==> src/rtl/if_fetch_unit.sv <==
// if_fetch_unit: instruction fetch stage driving the IF/ID register over an imem req/ack handshake.
// Optional FETCH_PERF_EN adds fetch_count/stall_count performance counters.
module if_fetch_unit #(
  parameter logic [31:0] RESET_PC = 32'h0000_0000,
  parameter logic [31:0] NOP_INST = 32'h0000_0013
) (
  input  logic        clk,
  input  logic        rst,
  input  logic        stall,
  input  logic        redirect,
  input  logic [31:0] redirect_pc,
  output logic        imem_req,
  output logic [31:0] imem_addr,
  input  logic        imem_ack,
  input  logic [31:0] imem_rdata,
  output logic [31:0] if_pc,
  output logic [31:0] if_pc4,
  output logic [31:0] if_inst,
`ifdef FETCH_PERF_EN
  output logic        if_valid,
  output logic [31:0] fetch_count,
  output logic [31:0] stall_count
`else
  output logic        if_valid
`endif
);
  typedef enum logic [1:0] {FETCH, WAIT, HOLD, DROP} state_t;
  state_t      state;
  logic [31:0] pc, buf_inst, pc4n, tgt, new_inst;
  logic        deliver;
  assign pc4n = pc + 32'd4;
  assign tgt = {redirect_pc[31:2], 2'b00};
  assign new_inst = (state == HOLD) ? buf_inst : imem_rdata;
  // the buffered word keeps its PC in pc, which only advances on delivery
  assign deliver = !redirect && !stall &&
                   ((state == HOLD) || ((state == FETCH || state == WAIT) && imem_req && imem_ack));
  always_ff @(posedge clk or posedge rst) begin
    if (rst) begin
      state <= FETCH;
      pc <= RESET_PC;
      buf_inst <= NOP_INST;
      imem_req <= 1'b0;
      imem_addr <= RESET_PC;
      if_pc <= RESET_PC;
      if_pc4 <= RESET_PC + 32'd4;
      if_inst <= NOP_INST;
      if_valid <= 1'b0;
    end else if (redirect) begin
      pc <= tgt;
      if_valid <= 1'b0;
      if_inst <= NOP_INST;
      if (imem_req && !imem_ack) state <= DROP;
      else begin
        state <= FETCH;
        imem_req <= 1'b1;
        imem_addr <= tgt;
      end
    end else begin
      if (!stall) begin
        if_valid <= deliver;
        if_inst <= deliver ? new_inst : NOP_INST;
        if (deliver) begin
          if_pc <= pc;
          if_pc4 <= pc4n;
        end
      end
      case (state)
        FETCH, WAIT:
          if (!imem_req) begin
            imem_req <= 1'b1;
            imem_addr <= pc;
          end else if (imem_ack) begin
            if (stall) begin
              buf_inst <= imem_rdata;
              imem_req <= 1'b0;
              state <= HOLD;
            end else begin
              pc <= pc4n;
              imem_addr <= pc4n;
              state <= FETCH;
            end
          end else state <= WAIT;
        HOLD:
          if (!stall) begin
            pc <= pc4n;
            imem_req <= 1'b1;
            imem_addr <= pc4n;
            state <= FETCH;
          end
        DROP:
          if (imem_ack) begin
            imem_addr <= pc;
            state <= FETCH;
          end
        default: state <= FETCH;
      endcase
    end
  end
`ifdef FETCH_PERF_EN
  always_ff @(posedge clk or posedge rst) begin
    if (rst) begin
      fetch_count <= 32'd0;
      stall_count <= 32'd0;
    end else begin
      fetch_count <= fetch_count + {31'd0, deliver};
      stall_count <= stall_count + {31'd0, stall & if_valid};
    end
  end
`endif
endmodule

==> config.mk <==
export PLATFORM = sky130hd
export DESIGN_NAME = if_fetch_unit
export DESIGN_NICKNAME = d
export VERILOG_FILES = /design/src/rtl/if_fetch_unit.sv
export SDC_FILE = /design/constraint.sdc
export NUM_CORES = 1
export LEC_CHECK = 0
export BUFFER_PORTS_ARGS = -buffer_cell sky130_fd_sc_hd__buf_2
export CAP_MARGIN = 0
export CORE_MARGIN = 4
export CORE_UTILIZATION = 50
export CTS_CLUSTER_SIZE = 25
export DETAILED_ROUTE_END_ITERATION = 10
export PLACE_DENSITY_LB_ADDON = 0.1
export SYNTH_ARGS = -nofsm -noshare
export SYNTH_HDL_FRONTEND = slang
export SYNTH_SLANG_ARGS = --single-unit
==> constraint.sdc <==
create_clock -name clk -period 7.55 [get_ports clk]
set_clock_uncertainty 0.2 [all_clocks]
set_input_delay 1.51 -clock clk [delete_from_list [all_inputs] [get_ports clk]]
set_output_delay 1.51 -clock clk [all_outputs]
set_load 0.05 [all_outputs]
==> results of run 1 <==
[cells by family (layout without fill, tap and decap cells)]
| family | count (synthesis) | count (layout) |
|---|---|---|
| AO/OA/AOI/OAI | 207 | 207 |
| XOR/XNOR | 51 | 51 |
| adder cells (fa/ha/maj) | 1 | 1 |
| buffers and inverters | 99 | 250 |
| flip-flops | 190 | 190 |
| multiplexers | 73 | 73 |
| other | 1 | 4 |
| AND/OR/NAND/NOR | 382 | 382 |
[layout make-up]
| class | count | area, um^2 |
|---|---|---|
| timing repair buffer | 208 | 1081 |
| clock inverter | 14 | 148.9 |
| tap | 234 | 292.8 |
| sequential | 190 | 4763 |
| fill | 1673 | 7587 |
| multi-input combinational | 718 | 4410 |
| inverter | 10 | 45.04 |
| clock buffer | 18 | 439.2 |
[through the flow]
step	instance area, um^2	total power (W)	hold slack (ps)
2_1_floorplan	9604	0.002299	263.9
3_3_place_gp	10590	0.002580	253.9
3_5_place_dp	10590	0.002600	258.3
4_1_cts	11180	0.003511	276.3
5_1_grt	11180	0.003666	297.4
6_report	11180	0.003478	270.6
[worst paths after layout]
check | start | endpoint | slack, ps | cells past startpoint
min | if_pc[17] | if_pc[17] | 270 | 2
min reg2reg | if_pc[17] | if_pc[17] | 270 | 2
max reg2reg | state[1] | if_pc4[30] | 3780 | 5
max | stall | if_pc4[30] | 3710 | 6
min in group asynchronous | rst | if_inst[7] | 1110 | 2
max in group asynchronous | rst | imem_addr[25] | 4860 | 3
[worst register-to-register path: cells and delay by family (launching register included)]
kind / cells / cell delay (ps)
AO/OA/AOI/OAI: 2 / 1260
buffers and inverters: 1 / 480
flip-flops: 1 / 610
multiplexers: 1 / 390
AND/OR/NAND/NOR: 1 / 730
[power breakdown]
part / internal, W / switching, W / total, W
Sequential: 0.00124 / 0.000150 / 0.00139
Combinational: 0.000311 / 0.000873 / 0.00118
Clock: 0.000478 / 0.000431 / 0.000908
[cell usage after synthesis (5+ instances only)]
library cell,n,area [um^2]
o311ai_0,5,43.79
nand3_1,25,125.1
buf_2,42,210.2
a221oi_1,7,61.31
o21ai_0,75,375.4
a21oi_1,29,145.1
and3_1,13,81.33
clkbuf_1,32,120.1
a211oi_1,6,45.04
a31oi_1,20,125.1
nand2b_1,17,106.4
mux2i_1,37,370.4
nor2_1,46,172.7
xnor2_1,16,140.1
dfstp_2,7,183.9
inv_1,9,33.78
o22ai_1,5,31.28
buf_1,8,30.03
nor3_1,13,65.06
and2_1,5,31.28
xor2_1,35,306.5
dfrtp_1,183,4579
nor4_1,7,43.79
mux2_2,36,405.4
a21boi_0,12,90.09
o31ai_1,8,60.06
nand4_1,16,100.1
buf_4,7,52.55
nand2_1,207,777.0
[layer usage]
| metal | global-route usage [%] | up-vias |
|---|---|---|
| met5 | 0 | - |
| met4 | 7.103 | 2 |
| met3 | 6.269 | 35 |
| met2 | 38.18 | 259 |
| met1 | 32.76 | 3744 |
| li1 | - | 3765 |
[registers in the layout (all words and copies together) (netlist names)]
| signal | count |
|---|---|
| if_pc | 30 |
| imem_addr | 32 |
| buf_inst | 32 |
| imem_req | 1 |
| state | 2 |
| if_pc4 | 30 |
| pc | 30 |
| if_inst | 32 |
| if_valid | 1 |
==> reports/results.env, run 1 <==
GRT_ANTENNA_BEFORE_REPAIR=1
DIE_AREA_MM2=0.02147
CRITICAL_PATH_PEAK_FANOUT=35
STATUS='finished, final reports clean'
CRIT_PATH_END_KIND='flip-flop'
CRIT_CHAIN='buf_2 > clkinv_1 > o21ai_2 > a211oi_4 > buf_4 > mux2_2'
WORST_EP_ARRIVAL_TIME_PS=3960
DETAIL_ROUTE_MET3_WL_UM=1871
PEAKVDDDROP_V=0.0001805
CTS.SINKS=190
CPMAXSTAGEDELAYCELL='a211oi_4'
TIMING.HOLD.WORST.CLASS='reg -> reg'
WL_MET1_UM=11390
FIN_WS_PS=3709
GRT.TOTAL_USAGE_PCT=24.07
INSTANCES_NO_FILL=1392
SYNTH-EDFF-COUNT=0
WIRE_PER_INST_UM=18.30
SYNTH.AREA.MUX_SHARE_PCT=8.087
GRT_OVERFLOW_TOTAL=0
CRITPATHREQUIREDTIME_PS=7670
FINALCRITICALPERIOD_PS=3841
MOSTFREQUENTLAYOUTCELLS='nand2_1 (207), buf_2 (192), dfrtp_1 (183)'
POWER.STATIC_LEAKAGE_nW=5.294
MAX_FREQ_MHz=260.4
CTS-ROOT-BUF='clkbuf_16'
DIE_Y_UM=146.5
SYNTH-SEQ-CELLS=190
POWER_DENSITY_mW_PER_MM2=311.1
PLACED_CELLS=1360
SYNTH_COMPOUND_AREA_SHARE_PCT=13.86
TOP_METAL_LAYER_CARRYING_ROUTED_SIGNALS='met5'
MAXIMUM_NUMBER_OF_PINS_ON_ONE_NET_BEFORE_GLOBAL_ROUTE_REPAIR=148
CTS_HOLD_REPAIR.BUFFERS=0
INSERTION_DELAY_PS=430
MAX_SLEW.WORST_PIN.SLEW_PS=1097
BOUNDARYPINS=199
LAYOUT-DRIVE-GT1-SHARE_PCT=26.51
SYNTH-SIMPLE-AREA-SHARE_PCT=18.87
POST_CTS_BUFFERS=0
FIRST_PASS_ITERS=5
ANTENNADIODECOUNT=0
VIAS_PER_CELL=5.607
CRITPATHLAUNCHTYPE='primary input'
CRITICAL_PATH.N_BUFFERS_INVERTERS=3
SYNTH_TOP_FAMILY_BY_AREA='simple AND/OR/NAND/NOR gates'
POST_SYNTH_FA_HA_MAJ_AREA_FRACTION_PCT=0.1304
PLACEMENT.IO_BUFFERS=192
LEADING_CELL_TYPE_IN_THE_LAYOUT_FILL_AND_TAPS_EXCLUDED='nand2_1'
SYN_TO_FINAL_GROWTH_PCT=16.55
FINISH.NET_COUNT=1215
SYNTHESIS.AREA_MM2=0.009593
DIE-WIDTH_UM=146.5
POST-DP-HPWL_UM=16640
SYNTH.AVG_CELL_AREA_UM2=9.555
GRT_PASS1_VIAS=7869
GRT_SETUP_UNREPAIRED='no'
DP_SLACK_PS=3292
TIMING.CRITICAL_PATH.SLOWEST_CELL_DELAY_PS=810
FINALSETUPVIOLCOUNT=0
SETUP_TNS_PS=0
SYN_INST=1004
POST_CTS_RESIZE_COUNT=0
NUMCTSBUFFERS=17
SEQ_AREA_FRAC_SYNTH_PCT=49.65
YOSYSUNIQUECELLTYPES=74
ROUTE.VIAS.TOTAL=7805
CTS_HTREE_LEVELS=4
HOLD_VIOLATION_COUNT_IN_THE_FINAL_REPORT=0
TIMING.SETUP.CRITICAL_PATH_CLASS='in -> reg'
GP_CONGESTION=0.8318
STD_CELL_ROWS=50
MIN_PERIOD_OVER_PERIOD_PCT=50.87
TIMING.CRITICAL_PATH.MAX_DELAY_FAMILY='compound AO/OA/AOI/OAI gates'
ANTENNA_LEFT=0
SYNTH_WARNINGS=0
CTS_TREE='built'
SYNTHXORXNORAREAFRAC_PCT=4.656
FINAL_CORE_UTILIZATION_PCT=59.57
DR_WL_MET2_UM=11750
SYNTH-ASYNC-RESET-RATIO_PCT=100.0
WORST_SLEW_MARGIN_REL_PCT=26.78
CTSLONGESTPATHBUFFERS=2
WL_UM=25470
GRT_FIRST_PASS_WIRELENGTH_UM=42030
WORST_SETUP_HOLD_PATH_CLK_SLEW_PS=70
YS_DOMINANT_REG_CELL='dfrtp_1'
CORE-AREA_MM2=0.01877
START_UTIL_PCT=51.11
FINAL_MAX_SLEW_VIOL_COUNT=0
DRV.MAX_CAP_VIOLATION_COUNT=0
DRC=0
FIRST_ITER_VIOLATIONS=604
No activity file was read; power rests on OpenSTA's default activity.
==> inputs of run 2 (changes only) <==
==> constraint.sdc (replaced) <==
create_clock -name clk -period 3.6 [get_ports clk]
set_clock_uncertainty 0.2 [all_clocks]
set_input_delay 0.72 -clock clk [delete_from_list [all_inputs] [get_ports clk]]
set_output_delay 0.72 -clock clk [all_outputs]
set_load 0.05 [all_outputs]
==> reports/results.env, run 2 (synthesis results as in run 1) <==
SETUP_TNS_PS=0
STATUS='finished, final reports clean'
WIRE_PER_INST_UM=18.26
ANTENNADIODECOUNT=0
WORST_SETUP_HOLD_PATH_CLK_SLEW_PS=70
FIRST_PASS_ITERS=5
DIE_Y_UM=146.5
WORST_SLEW_MARGIN_REL_PCT=43.23
GRT.TOTAL_USAGE_PCT=24.30
FINALSETUPVIOLCOUNT=0
POWER.SWITCHING_W=0.003035
LAYOUT-DRIVE-GT1-SHARE_PCT=27.20
GP_CONGESTION=0.8232
POWER.STATIC_LEAKAGE_nW=5.372
ROUTE.VIAS.TOTAL=7928
LEADING_CELL_TYPE_IN_THE_LAYOUT_FILL_AND_TAPS_EXCLUDED='nand2_1'
MIN_FROM='if_pc[12]'
HOLD-PATH-ENDPOINT='if_pc[12]'
MIN_PERIOD_OVER_PERIOD_PCT=70.82
SHARE_COMB_OF_TOTAL_POWER_PCT=34.1
ANTENNA_LEFT=0
POST_DP_CELL_AREA_MM2=0.01072
GRT_OVERFLOW_TOTAL=0
GRT_ANTENNA_BEFORE_REPAIR=1
CTS_TREE='built'
SYN_TO_FINAL_GROWTH_PCT=18.00
NFILLCELLS=1677
LAYOUT_CELL_AREA_EXCL_FILL_MM2=0.01132
SEQUENTIAL_CELL_AREA_MM2=0.004763
FIN_HOLD_WS_PS=267.8
INSERTION_DELAY_PS=430
WL_UM=25610
NET_SW_SHARE_PCT=41.28
R2R_START='state[1]'
CRITPATHLAUNCHTYPE='flip-flop'
P_SEQ_SHARE_PCT=39.6
LARGEST_REGISTERS='buf_inst: 32 flops, if_inst: 32 flops, imem_addr: 32 flops'
START_UTIL_PCT=51.11
GRT_SETUP_UNREPAIRED='no'
NUMCTSBUFFERS=17
MAXIMUM_NUMBER_OF_PINS_ON_ONE_NET_BEFORE_GLOBAL_ROUTE_REPAIR=150
CRITPATHREQUIREDTIME_PS=3720
TIMING.SETUP.CRITICAL_PATH_CLASS='reg -> reg'
FINALCRITICALPERIOD_PS=2549
CTSLONGESTPATHBUFFERS=2
FIRST_ITER_VIOLATIONS=476
BOUNDARYPINS=199
DRV.MAX_CAP_VIOLATION_COUNT=0
POST_CTS_RESIZE_COUNT=0
MAX_SLEW.WORST_PIN.SLEW_PS=851.5
STD_CELL_ROWS=50
FINAL_MAX_SLEW_VIOL_COUNT=0
GRT_FIRST_PASS_WIRELENGTH_UM=42360
DIE-WIDTH_UM=146.5
CTS_HTREE_LEVELS=4
WORST_EP_ARRIVAL_TIME_PS=2670
P_CLK_SHARE_PCT=26.3
WORST_R2R_PATH_DEPTH=6
MOSTFREQUENTLAYOUTCELLS='nand2_1 (207), buf_2 (192), dfrtp_1 (183)'
CTS_HOLD_REPAIR.BUFFERS=0
POWER_DENSITY_mW_PER_MM2=649.5
WORST-R2R-SETUP-SLACK_PS=1050
DIE_AREA_MM2=0.02147
PEAKVDDDROP_V=0.0003551
MAX_FREQ_MHz=392.2
TIMING.HOLD.WORST.CLASS='reg -> reg'
WORSTREG2REGEND='if_pc4[30]'
VIAS_PER_CELL=5.651
CRITICAL_PATH_PEAK_FANOUT=37
CTS.SINKS=190
HOLD_VIOLATION_COUNT_IN_THE_FINAL_REPORT=0
WORST_HOLD_PATH_STAGE_COUNT=2
FINISH.NET_COUNT=1226
POST-DP-HPWL_UM=16950
CRIT_PATH_END_KIND='flip-flop'
MULTI_INPUT_AREA_MM2=0.004410
CORE-AREA_MM2=0.01877
DRC=0
CTS-ROOT-BUF='clkbuf_16'
GRT_PASS1_VIAS=7919
POST_CTS_BUFFERS=0
PLACEMENT.IO_BUFFERS=192
P_INT_W=0.004317
==> run 2: layout make-up <==
cell class	instances	share of cell area (%)
clock buffer	17	3.758
clock inverter	15	1.525
inverter	10	0.3648
multi-input combinational	718	38.96
sequential	190	42.08
tap	234	2.586
timing repair buffer	219	10.72
==> run 2: worst max-delay path by stage <==
| stage | from | slack [ps] | cells after the start | end |
|---|---|---|---|---|
| after global routing | pc[2] | 860 | 6 | imem_addr[14] |
| final | state[1] | 1050 | 6 | if_pc4[30] |
| after CTS | state[1] | 1030 | 6 | if_pc4[30] |
| after floorplan | rst | 240 | 1 | buf_inst[10] |
| after detailed placement | imem_ack | 790 | 7 | pc[9] |
| after global placement | imem_ack | 780 | 7 | pc[31] |
==> run 2: metal layers <==
| layer | track usage, % | wire length, um |
|---|---|---|
| met1 | 32.58 | 11180 |
| met2 | 39.43 | 12170 |
| met3 | 5.773 | 1839 |
| met4 | 7.432 | 414 |
| met5 | 0 | 13 |
==> run 2: power groups by stage <==
stage                     sequential, W  combinational, W  clock, W
after floorplan                 0.00395          0.000874         0
after global placement          0.00294           0.00250         0
after detailed placement        0.00296           0.00252         0
after CTS                       0.00292           0.00253   0.00198
after global routing            0.00298           0.00269   0.00208
final                           0.00291           0.00251   0.00193
==> run 2: critical path, cell delays in order (launching register included) <==
cell      delay, ps
dfrtp_1         530
and2b_1         380
o21ai_2          70
buf_4           210
a211oi_4        410
buf_12          280
mux2_2          350
==> run 2: per-stage QoR <==
step / utilization, % / setup slack (ps) / instances / power [W]
floorplan: - / 237.3 / 1007 / 0.004823
global placement: 57.13 / 784.9 / 1371 / 0.005436
detailed placement: 57.13 / 789.5 / 1371 / 0.005481
CTS: 60.31 / 1028 / 1403 / 0.007426
global route: 60.31 / 857.2 / 1403 / 0.007754
finish: 60.31 / 1051 / 1403 / 0.007352
==> inputs of run 3 (changes only) <==
==> constraint.sdc (replaced) <==
create_clock -name clk -period 2.3 [get_ports clk]
set_clock_uncertainty 0.2 [all_clocks]
set_input_delay 0.46 -clock clk [delete_from_list [all_inputs] [get_ports clk]]
set_output_delay 0.46 -clock clk [all_outputs]
set_load 0.05 [all_outputs]
==> reports/results.env, run 3 (synthesis results as in run 1) <==
STATUS='finished, final reports clean'
GRT_ANTENNA_BEFORE_REPAIR=2
GRT_OVERFLOW_TOTAL=0
HOLD-PATH-ENDPOINT='if_inst[1]'
DRC=0
BOUNDARYPINS=199
CTS_TREE='built'
CRIT_PATH_END_KIND='flip-flop'
CTSLONGESTPATHBUFFERS=2
MOSTFREQUENTLAYOUTCELLS='nand2_1 (207), buf_2 (192), dfrtp_1 (183)'
FINISH.NET_COUNT=1286
FINAL_MAX_SLEW_VIOL_COUNT=0
FIRST_PASS_ITERS=5
LARGEST_REGISTERS='buf_inst: 32 flops, if_inst: 32 flops, imem_addr: 32 flops'
DIE-WIDTH_UM=146.5
P_INT_W=0.006730
STD_CELL_ROWS=50
POWER_DENSITY_mW_PER_MM2=966.7
NFILLCELLS=1623
START_UTIL_PCT=51.11
SYN_TO_FINAL_GROWTH_PCT=24.48
MAXIMUM_NUMBER_OF_PINS_ON_ONE_NET_BEFORE_GLOBAL_ROUTE_REPAIR=45
LAYOUT-DRIVE-GT1-SHARE_PCT=30.68
DIE_AREA_MM2=0.02147
GRT_SETUP_UNREPAIRED='no'
TIMING.SETUP.CRITICAL_PATH_CLASS='reg -> reg'
FINALSETUPVIOLCOUNT=0
GRT.TOTAL_USAGE_PCT=24.65
DRV.MAX_CAP_VIOLATION_COUNT=0
WORST_R2R_PATH_DEPTH=5
P_CLK_SHARE_PCT=24.7
POWER.STATIC_LEAKAGE_nW=5.713
PLACED_CELLS=1430
MAX_SLEW.WORST_PIN.SLEW_PS=626.2
CTS-ROOT-BUF='clkbuf_16'
VIAS_PER_CELL=5.642
SHARE_COMB_OF_TOTAL_POWER_PCT=36.4
CRITPATHLAUNCHTYPE='flip-flop'
POST_CTS_BUFFERS=0
PEAKVDDDROP_V=0.0006207
GRT_FIRST_PASS_WIRELENGTH_UM=42970
LEADING_CELL_TYPE_IN_THE_LAYOUT_FILL_AND_TAPS_EXCLUDED='nand2_1'
GP_CONGESTION=0.8544
FIRST_ITER_VIOLATIONS=516
POWER.SWITCHING_W=0.004814
HOLD_VIOLATION_COUNT_IN_THE_FINAL_REPORT=0
GRT_PASS1_VIAS=8256
MIN_PERIOD_OVER_PERIOD_PCT=92.46
POST-DP-HPWL_UM=18740
ANTENNA_LEFT=0
WORST-R2R-SETUP-SLACK_PS=170
CTS_HTREE_LEVELS=4
CRITICAL_PATH_PEAK_FANOUT=6
CTS.SINKS=190
LAYOUT_CELL_AREA_EXCL_FILL_MM2=0.01194
PLACEMENT.IO_BUFFERS=192
CRITPATHREQUIREDTIME_PS=2440
NUMCTSBUFFERS=17
WORST_SETUP_HOLD_PATH_CLK_SLEW_PS=70
WORST_EP_ARRIVAL_TIME_PS=2260
MIN_FROM='imem_rdata[1]'
ROUTE.VIAS.TOTAL=8260
DIE_Y_UM=146.5
MAX_FREQ_MHz=470.3
WL_UM=26320
CORE-AREA_MM2=0.01877
WORST_HOLD_PATH_STAGE_COUNT=3
WORSTREG2REGEND='imem_addr[26]'
TIMING.HOLD.WORST.CLASS='in -> reg'
POST_DP_CELL_AREA_MM2=0.01136
WIRE_PER_INST_UM=17.98
NET_SW_SHARE_PCT=41.70
R2R_START='pc[23]'
INSERTION_DELAY_PS=430
INSTANCES_NO_FILL=1464
WORST_SLEW_MARGIN_REL_PCT=58.17
P_SEQ_SHARE_PCT=38.8
FINALCRITICALPERIOD_PS=2126
run 3: worst max-delay path by stage:
stage          slack (ps)     start             to
6_report              170    pc[23]  imem_addr[26]
5_1_grt                10  state[1]  imem_addr[12]
4_1_cts               190    pc[23]  imem_addr[26]
3_5_place_dp          150  redirect  imem_addr[12]
3_3_place_gp          170  redirect  imem_addr[12]
2_1_floorplan        -800       rst   buf_inst[10]
run 3: what timing repair did:
item	4_1_cts	5_1_grt
hold buffers	1	0
gates resized for setup	0	0
hold endpoints to repair	11	0
run 3: metal layers:
layer | vias up | routed length (um) | global-route usage, %
met5 | - | 13 | 0
met4 | 2 | 665 | 9.172
met3 | 48 | 2054 | 6.797
met2 | 301 | 12100 | 39.15
met1 | 3981 | 11480 | 32.48
li1 | 3928 | - | -
run 3: cell type report:
cell class,count,area (um^2),share of cell area [%]
Antenna cell,1,2.502,0.02096
Timing Repair Buffer,279,1867,15.63
Multi-Input combinational cell,718,4410,36.93
Clock inverter,14,125.1,1.048
Tap cell,234,292.8,2.452
Inverter,10,41.29,0.3458
Clock buffer,18,439.2,3.678
Sequential cell,190,4763,39.89
run 3: through the flow:
step	total power [W]	worst slack, ps	util [%]	hold slack (ps)	TNS [ps]
finish	0.01154	173.5	63.63	50.91	0
global route	0.01214	10.37	63.63	55.51	0
CTS	0.01164	192.2	63.61	36.31	0
detailed placement	0.008776	150.8	60.55	257.2	0
global placement	0.008702	168.6	60.55	251.9	0
floorplan	0.007548	-802.7	-	263.9	-148210
run 3: worst max-delay path: stages, from the launching register on:
cell and delay [ps]:
dfrtp_1 460, nand4_2 240, or4_1 560, nor3b_1 300, nor3_1 80, o221ai_1 200
run 3: power groups by stage:
stage	clock network [W]	logic [W]	registers, W
finish	0.00286	0.00421	0.00448
global route	0.00306	0.00449	0.00459
CTS	0.00291	0.00424	0.00449
detailed placement	0	0.00423	0.00455
global placement	0	0.00418	0.00452
floorplan	0	0.00137	0.00618
